File: src/rtl/switch_pkg.sv
// Shared types and defaults for the DIP-switch input path.
package switch_pkg;

  typedef enum logic {
    STABLE   = 1'b0,
    SETTLING = 1'b1
  } sw_state_e;

  localparam int SW_WIDTH              = 24;
  localparam int DEFAULT_STABLE_CYCLES = 200000;
  localparam int DEFAULT_CNT_W         = 20;

endpackage

File: src/rtl/sync2_ff.sv
// Two-flop synchroniser for asynchronous board inputs (switches, buttons).
module sync2_ff
  import switch_pkg::*;
#(
  parameter int WIDTH = SW_WIDTH
) (
  input  logic             clk_i,
  input  logic             rst_i,
  input  logic [WIDTH-1:0] d_i,
  output logic [WIDTH-1:0] q_o
);

  logic [WIDTH-1:0] sync1_q;
  logic [WIDTH-1:0] sync2_q;

  // Plain flop-to-flop chain so the first stage gets a full cycle to resolve.
  always_ff @(posedge clk_i or posedge rst_i) begin
    if (rst_i) begin
      sync1_q <= '0;
      sync2_q <= '0;
    end else begin
      sync1_q <= d_i;
      sync2_q <= sync1_q;
    end
  end

  assign q_o = sync2_q;

endmodule

File: src/rtl/switch_debouncer.sv
// Synchronises and debounces the DIP-switch vector; commits a new value only
// after it has been observed unchanged for STABLE_CYCLES consecutive cycles.
module switch_debouncer
  import switch_pkg::*;
#(
  parameter int WIDTH         = SW_WIDTH,
  parameter int STABLE_CYCLES = DEFAULT_STABLE_CYCLES,
  parameter int CNT_W         = DEFAULT_CNT_W
) (
  input  logic             switclk,
  input  logic             switchrst,
  input  logic [WIDTH-1:0] switch_raw,
  output logic [WIDTH-1:0] switch_input,
  output logic             sw_changed,
  output logic             sw_settling
);

  if ((STABLE_CYCLES < 32'sd1) || (STABLE_CYCLES > 32'sd1048575)) begin : g_bad_stable_cycles
    $error("switch_debouncer: STABLE_CYCLES must be in 1 .. 2^20-1");
  end

  if ((CNT_W < 32'sd1) || (CNT_W > 32'sd30) || ((32'sd1 << CNT_W) <= STABLE_CYCLES)) begin : g_bad_cnt_w
    $error("switch_debouncer: CNT_W too small for STABLE_CYCLES");
  end

  localparam logic [CNT_W-1:0] CNT_LAST = CNT_W'(STABLE_CYCLES - 1);

  logic [WIDTH-1:0] sync2;
  sw_state_e        state_q;
  logic [WIDTH-1:0] cand_q;
  logic [CNT_W-1:0] cnt_q;
  logic [WIDTH-1:0] out_q;
  logic             changed_q;
  logic             settling_q;

  sync2_ff #(
    .WIDTH (WIDTH)
  ) u_sync (
    .clk_i (switclk),
    .rst_i (switchrst),
    .d_i   (switch_raw),
    .q_o   (sync2)
  );

  // Debounce FSM; any bit differing from the candidate restarts the whole window.
  always_ff @(posedge switclk or posedge switchrst) begin
    if (switchrst) begin
      state_q    <= STABLE;
      cand_q     <= '0;
      cnt_q      <= '0;
      out_q      <= '0;
      changed_q  <= 1'b0;
      settling_q <= 1'b0;
    end else begin
      changed_q <= 1'b0;
      case (state_q)
        STABLE: begin
          if (sync2 != out_q) begin
            cand_q     <= sync2;
            cnt_q      <= '0;
            state_q    <= SETTLING;
            settling_q <= 1'b1;
          end
        end
        SETTLING: begin
          if (sync2 != cand_q) begin
            cand_q <= sync2;
            cnt_q  <= '0;
          end else if (cnt_q == CNT_LAST) begin
            // A bounce back to the committed value still runs the full window.
            out_q      <= cand_q;
            changed_q  <= (cand_q != out_q);
            state_q    <= STABLE;
            settling_q <= 1'b0;
          end else begin
            cnt_q <= cnt_q + CNT_W'(1);
          end
        end
        default: begin
          state_q    <= STABLE;
          settling_q <= 1'b0;
        end
      endcase
    end
  end

  assign switch_input = out_q;
  assign sw_changed   = changed_q;
  assign sw_settling  = settling_q;

endmodule

File: config.mk
export PLATFORM = sky130hd
export DESIGN_NAME = switch_debouncer
export DESIGN_NICKNAME = d
export VERILOG_FILES = /design/src/rtl/switch_pkg.sv /design/src/rtl/sync2_ff.sv /design/src/rtl/switch_debouncer.sv
export SDC_FILE = /design/constraint.sdc
export NUM_CORES = 1
export LEC_CHECK = 0
export ABC_AREA = 1
export CAP_MARGIN = 20
export CORE_MARGIN = 2
export CORE_UTILIZATION = 40
export CTS_CLUSTER_SIZE = 16
export DETAILED_ROUTE_END_ITERATION = 8
export GPL_ROUTABILITY_DRIVEN = 0
export PLACE_DENSITY = 0.62
export SKIP_CTS_REPAIR_TIMING = 1
export SYNTH_ARGS = -nofsm -noshare
export SYNTH_HDL_FRONTEND = slang
export SYNTH_SLANG_ARGS = --single-unit
File: constraint.sdc
create_clock -name switclk -period 4.7 [get_ports switclk]
set_input_delay 0.47 -clock switclk [delete_from_list [all_inputs] [get_ports switclk]]
set_output_delay 0.47 -clock switclk [all_outputs]
set_load 0.05 [all_outputs]
* Yosys cells after proc, flatten, opt, wreduce, memory -nomap -nowiden
Index checks and enable logic that the tools add are counted.
Word-level totals: bits in registers 119, word-level logic and storage cells 42
Cells by class: add/subtract/negate cells 1, eq/ne operators 9, mux-type cells 18, bitwise operators 2, reductions and logical operators 4
Operators with widths (count):
- != test 24 bit | 3
- two-way mux 20 bit | 3
- two-way mux 24 bit | 2
- case mux 24 bit (2 select lines) | 1
- case mux 20 bit (2 select lines) | 1
- adder 20 x 1 -> 20 bit (second input constant) | 1
- equality test 20 x 18 -> 1 bit (second input constant) | 1
- two-way mux 1 bit | 9
- AND reduction 3 bit | 2
- != test 2 x 1 -> 1 bit (second input constant) | 2
- != test 2 bit (second input constant) | 2
- case mux 1 bit (2 select lines) | 2
- AND reduction 2 bit | 2
- != test 3 bit (second input constant) | 1
- NOT 1 bit | 2

* Logic depth before layout (Yosys ltp)
word-level depth 4, gate-level depth with buffers 14, mapped depth without buffers 13

* Hierarchy
From an unflattened synthesis, not the netlist that was laid out.
Unflattened totals: cell total of the unflattened synthesis 638, area, all modules 5551.6 um^2
By module, submodules not included:
- switch_debouncer | instances 1, cells an instance 589, area each 4346.7 um^2, sequential area each 1776.7 um^2
- sync2_ff | instances 1, cells an instance 49, area each 1204.9 um^2, sequential area each 1201.2 um^2

* Worst setup path after synthesis
No wires, ideal clock.
kind register to register, start register out_q[13], in the netlist switch_input[13], end register cnt_q[13], data arrival time 1689 ps, required time 4583 ps, path slack 2893 ps, stages on the path, launching flop included 12, period minus slack after synthesis 1807 ps, cell sequence dfrtp_1 xnor2_1 nand2_1 nor2_1 nand2_1 nor2_1 nand3_1 nand2_2 inv_2 buf_6 nand3_1 nand2_1
Between the ends: cells in the longest elaborated chain, start to end 3
RTL lines:
- start: declaration | line switch_debouncer.sv:32 | logic [WIDTH-1:0] out_q;
- start signal: assignment | line switch_debouncer.sv:71 | out_q <= cand_q;
- != test 24 bit | line switch_debouncer.sv:58 | if (sync2 != out_q) begin
- != test 2 bit (no source line)
- AND reduction 2 bit (no source line)
- end signal: assignment | line switch_debouncer.sv:76 | cnt_q <= cnt_q + CNT_W'(1);
- end: declaration | line switch_debouncer.sv:31 | logic [CNT_W-1:0] cnt_q;
Every way passes these cells. A chain may end at the register's enable or synchronous reset.

* Final worst setup path
start register cnt_q[1], end register cnt_q[17]
Between the ends: cells in the longest elaborated chain, start to end 4
RTL lines:
- adder 20 x 1 -> 20 bit | line switch_debouncer.sv:76
- two-way mux 20 bit | line switch_debouncer.sv:69 | end else if (cnt_q == CNT_LAST) begin
- two-way mux 20 bit | line switch_debouncer.sv:66 | if (sync2 != cand_q) begin
- case mux 20 bit (2 select lines) | line switch_debouncer.sv:56 | case (state_q)
Parallel ways exist; a longest one is shown, timed or not. The select of a mux whose other input is x is not followed.

==> impl_results.md <==
* Areal power density over the cells at 394 nW/um2
* Outcome: completed
* Share of cells above drive strength 1 at 7.34%
* HP Class: flop to flop
* Most frequent cells in the layout: 204 x sky130_fd_sc_hd__nand2_1, 119 x sky130_fd_sc_hd__dfrtp_1, 80 x sky130_fd_sc_hd__nand3_1, 77 x sky130_fd_sc_hd__inv_1, 53 x sky130_fd_sc_hd__nor2_1
* Category of the worst setup path capture point: flop
* Height of the die at 123 um
* Setup repair after global routing missed its margin: false
* Max Slew Vio Count at 0
* Number of enable flip-flop cells after synthesis at 0
* Final setup margin at 1.98 ns
* Number of synthesized register bits at 119
* Crit-path slowest cell: sky130_fd_sc_hd__nand2_2
* CTS tree: done
* Relative max-transition margin at 30.1%
* Post-route DRC violation count at 0
* Core Rows at 43
* Element type at the critical path start: flop
* Reported max-cap violation count at 0
* Overall Power at 0.00277 W
* Final antenna diode count at 0
* Via count at 4610
* Largest area contributor in the netlist: sky130_fd_sc_hd__dfrtp_1
* Horizontal extent of the die at 123 um
* Ratio of routed vias to standard cells at 4.96
* Leak Pwr at 3.35 nW
* Type of the worst setup path: flop to flop
* Transition time of the tightest slew-check pin at 1.05 ns
* Sum of overflow across all layers after global routing at 0
* Maximum number of pins on one net before global-route repair at 54
* Clock Root Buffer: sky130_fd_sc_hd__clkbuf_16
* Layout-stage area growth over the synthesis result at 24.1%
* Synthesized area at 5660 um2
* Worst-path cell chain: ha_1 > nand3_1 > nor2_2 > nand2_1 > nor2_1 > nand3_4 > nand2_2 > inv_2 > nand3_1 > nand2_1
* Post-synth top area share at 52.6%
* Critical Path RT at 5.02 ns
* First-iteration detailed-routing DRC count at 369
* Total clock sinks at 119
* Pre-CTS setup slack at 1.98 ns
* Setup total negative slack at 0 ns
* Starting Density at 40.9%
* Yosys warning count at 0
* Clock transition at the registers of the reported paths at 0.06 ns
* Worst voltage drop across the vdd grid at 254 uV
* Final setup violating endpoints at 0
* Top cells by area, synth: sky130_fd_sc_hd__dfrtp_1 53%, sky130_fd_sc_hd__nand2_1 14%, sky130_fd_sc_hd__nand3_1 7.1%
* Number of antenna violations at the first check in global routing at 0
* Net count of the finished layout at 763
* Leading register cell type out of synthesis: sky130_fd_sc_hd__dfrtp_1
* Largest buffer count on any clock path at 2
* Most frequent standard cell in the layout excluding fill and tap cells: sky130_fd_sc_hd__nand2_1
* Final worst path period need at 2.72 ns
* Cells after Synth at 682
* Portion of the post-synthesis area used by sequential elements at 52.6%
* Worst EP arrival at 3.04 ns
* Floorplan Core Area at 13800 um2
* Final worst path period share at 57.9%
* Fraction of registers with async set or reset after synthesis at 100%
* Drt first pass iters at 5
* Post-route core utilization at 50.8%
* Number of top-level pins at 52
* Number of nets produced by synthesis at 709
* DP Wirelength at 9100 um
* F_max at 367 MHz
* TritonCTS Buffers at 17
* Final Hold Viols at 0
* First-pass GRT wire length at 22000 um
* GRT Util Overall at 19.4%
* Maximum level of the CTS H-tree at 4
* Total length of routed wires at 13600 um
* Unique masters post-synth at 28
* Number of global-route vias before repair at 4483
* Worst clock skew at 0.0169 ns
* Crit path max fanout at 53
* Number of buffer cells added on primary ports at 51
* # fillers at 1236
* Mean cell area of the mapped netlist at 8.30 um2
* Insertion delay to the later sink of the worst-skew pair at 0.43 ns
* Area of the die at 15100 um2
* Critical path's largest stage delay at 0.56 ns
* Final antenna-violating net count at 0
* WL/cell at 14.7 um
## synth_stat cells, types with 2 or more instances
master                     instances
sky130_fd_sc_hd__nand2_1         204
sky130_fd_sc_hd__dfrtp_1         119
sky130_fd_sc_hd__nand3_1          80
sky130_fd_sc_hd__inv_1            78
sky130_fd_sc_hd__nor2_1           53
sky130_fd_sc_hd__xnor2_1          35
sky130_fd_sc_hd__o21ai_0          23
sky130_fd_sc_hd__xor2_1           16
sky130_fd_sc_hd__nand4_1          14
sky130_fd_sc_hd__nor3_1           11
sky130_fd_sc_hd__a21oi_2           7
sky130_fd_sc_hd__clkbuf_1          7
sky130_fd_sc_hd__buf_2             6
sky130_fd_sc_hd__buf_4             5
sky130_fd_sc_hd__a21oi_1           4
sky130_fd_sc_hd__inv_2             4
sky130_fd_sc_hd__nand2_2           2
sky130_fd_sc_hd__nor2_2            2
sky130_fd_sc_hd__nor4_1            2
sky130_fd_sc_hd__or2_2             2
## critical path: cells and delay by family, from the launching register on
family | cells | cell delay [ns]
adders and majority gates | 1 | 0.22
and+or+nand+nor | 8 | 1.80
DFF | 1 | 0.38
buffers and inverters | 1 | 0.21
## where the power goes
group / internal [W] / switching (W)
clock: 0.00107 / 0.000488
combinational: 0.0000543 / 0.0000705
sequential: 0.00106 / 0.0000304
## cell families (layout without fill, tap and decap cells)
group | count (synthesis) | after routing | synth area share [%]
xor+xnor | 51 | 51 | 7.89
fa+ha+maj | 1 | 1 | 0.221
simple gates | 374 | 374 | 28.3
flops | 119 | 119 | 52.6
compound gates | 36 | 36 | 3.71
buf+inv | 101 | 168 | 7.29
## state kept, by name (all words and copies together) (netlist names)
| signal | count |
|---|---|
| cand_q | 24 |
| switch_input | 24 |
| u_sync.q_o | 24 |
| u_sync.sync1_q | 24 |
| cnt_q | 20 |
| state_q | 1 |
| sw_changed | 1 |
| sw_settling | 1 |
## per-stage QoR
stage / area, um2 / hold WS, ns / std cells
after floorplan: 5660 / 0.331 / 682
after global placement: 6320 / 0.332 / 897
after detailed placement: 6320 / 0.335 / 897
after CTS: 7030 / 0.347 / 929
after global routing: 7030 / 0.354 / 929
final: 7030 / 0.346 / 929
## cell type report
class	instances	area [um2]	area share (%)
Clock buffer	18	439	6.25
Clock inverter	14	272	3.86
Inverter	82	310	4.42
Multi-Input combinational cell	462	2270	32.3
Sequential cell	119	2980	42.4
Tap cell	180	225	3.21
Timing Repair Buffer	54	533	7.59
## path summary, 6_finish.rpt
| check | start | end | slack, ns | cells after the start |
|---|---|---|---|---|
| max in group asynchronous | switchrst | u_sync.q_o[14] | 3.37 | 3 |
| worst min-delay path | u_sync.sync1_q[4] | u_sync.q_o[4] | 0.35 | 0 |
| min in group asynchronous | switchrst | switch_input[17] | 0.41 | 2 |
| worst min register to register | u_sync.sync1_q[4] | u_sync.q_o[4] | 0.35 | 0 |
| worst max-delay path | cnt_q[1] | cnt_q[17] | 1.98 | 10 |
| worst max register to register | cnt_q[1] | cnt_q[17] | 1.98 | 10 |
## metal layers
layer | vias to the layer above | part of all wire (%) | global-route usage [%] | wire, um
li1 | 2249 | - | - | -
met1 | 2170 | 45 | 25.1 | 6120
met2 | 167 | 47 | 30.6 | 6400
met3 | 24 | 6.0 | 5.21 | 812
met4 | 0 | 2.1 | 8.55 | 286
met5 | - | 0 | 0 | 0
No activity file was read; power rests on OpenSTA's default activity.
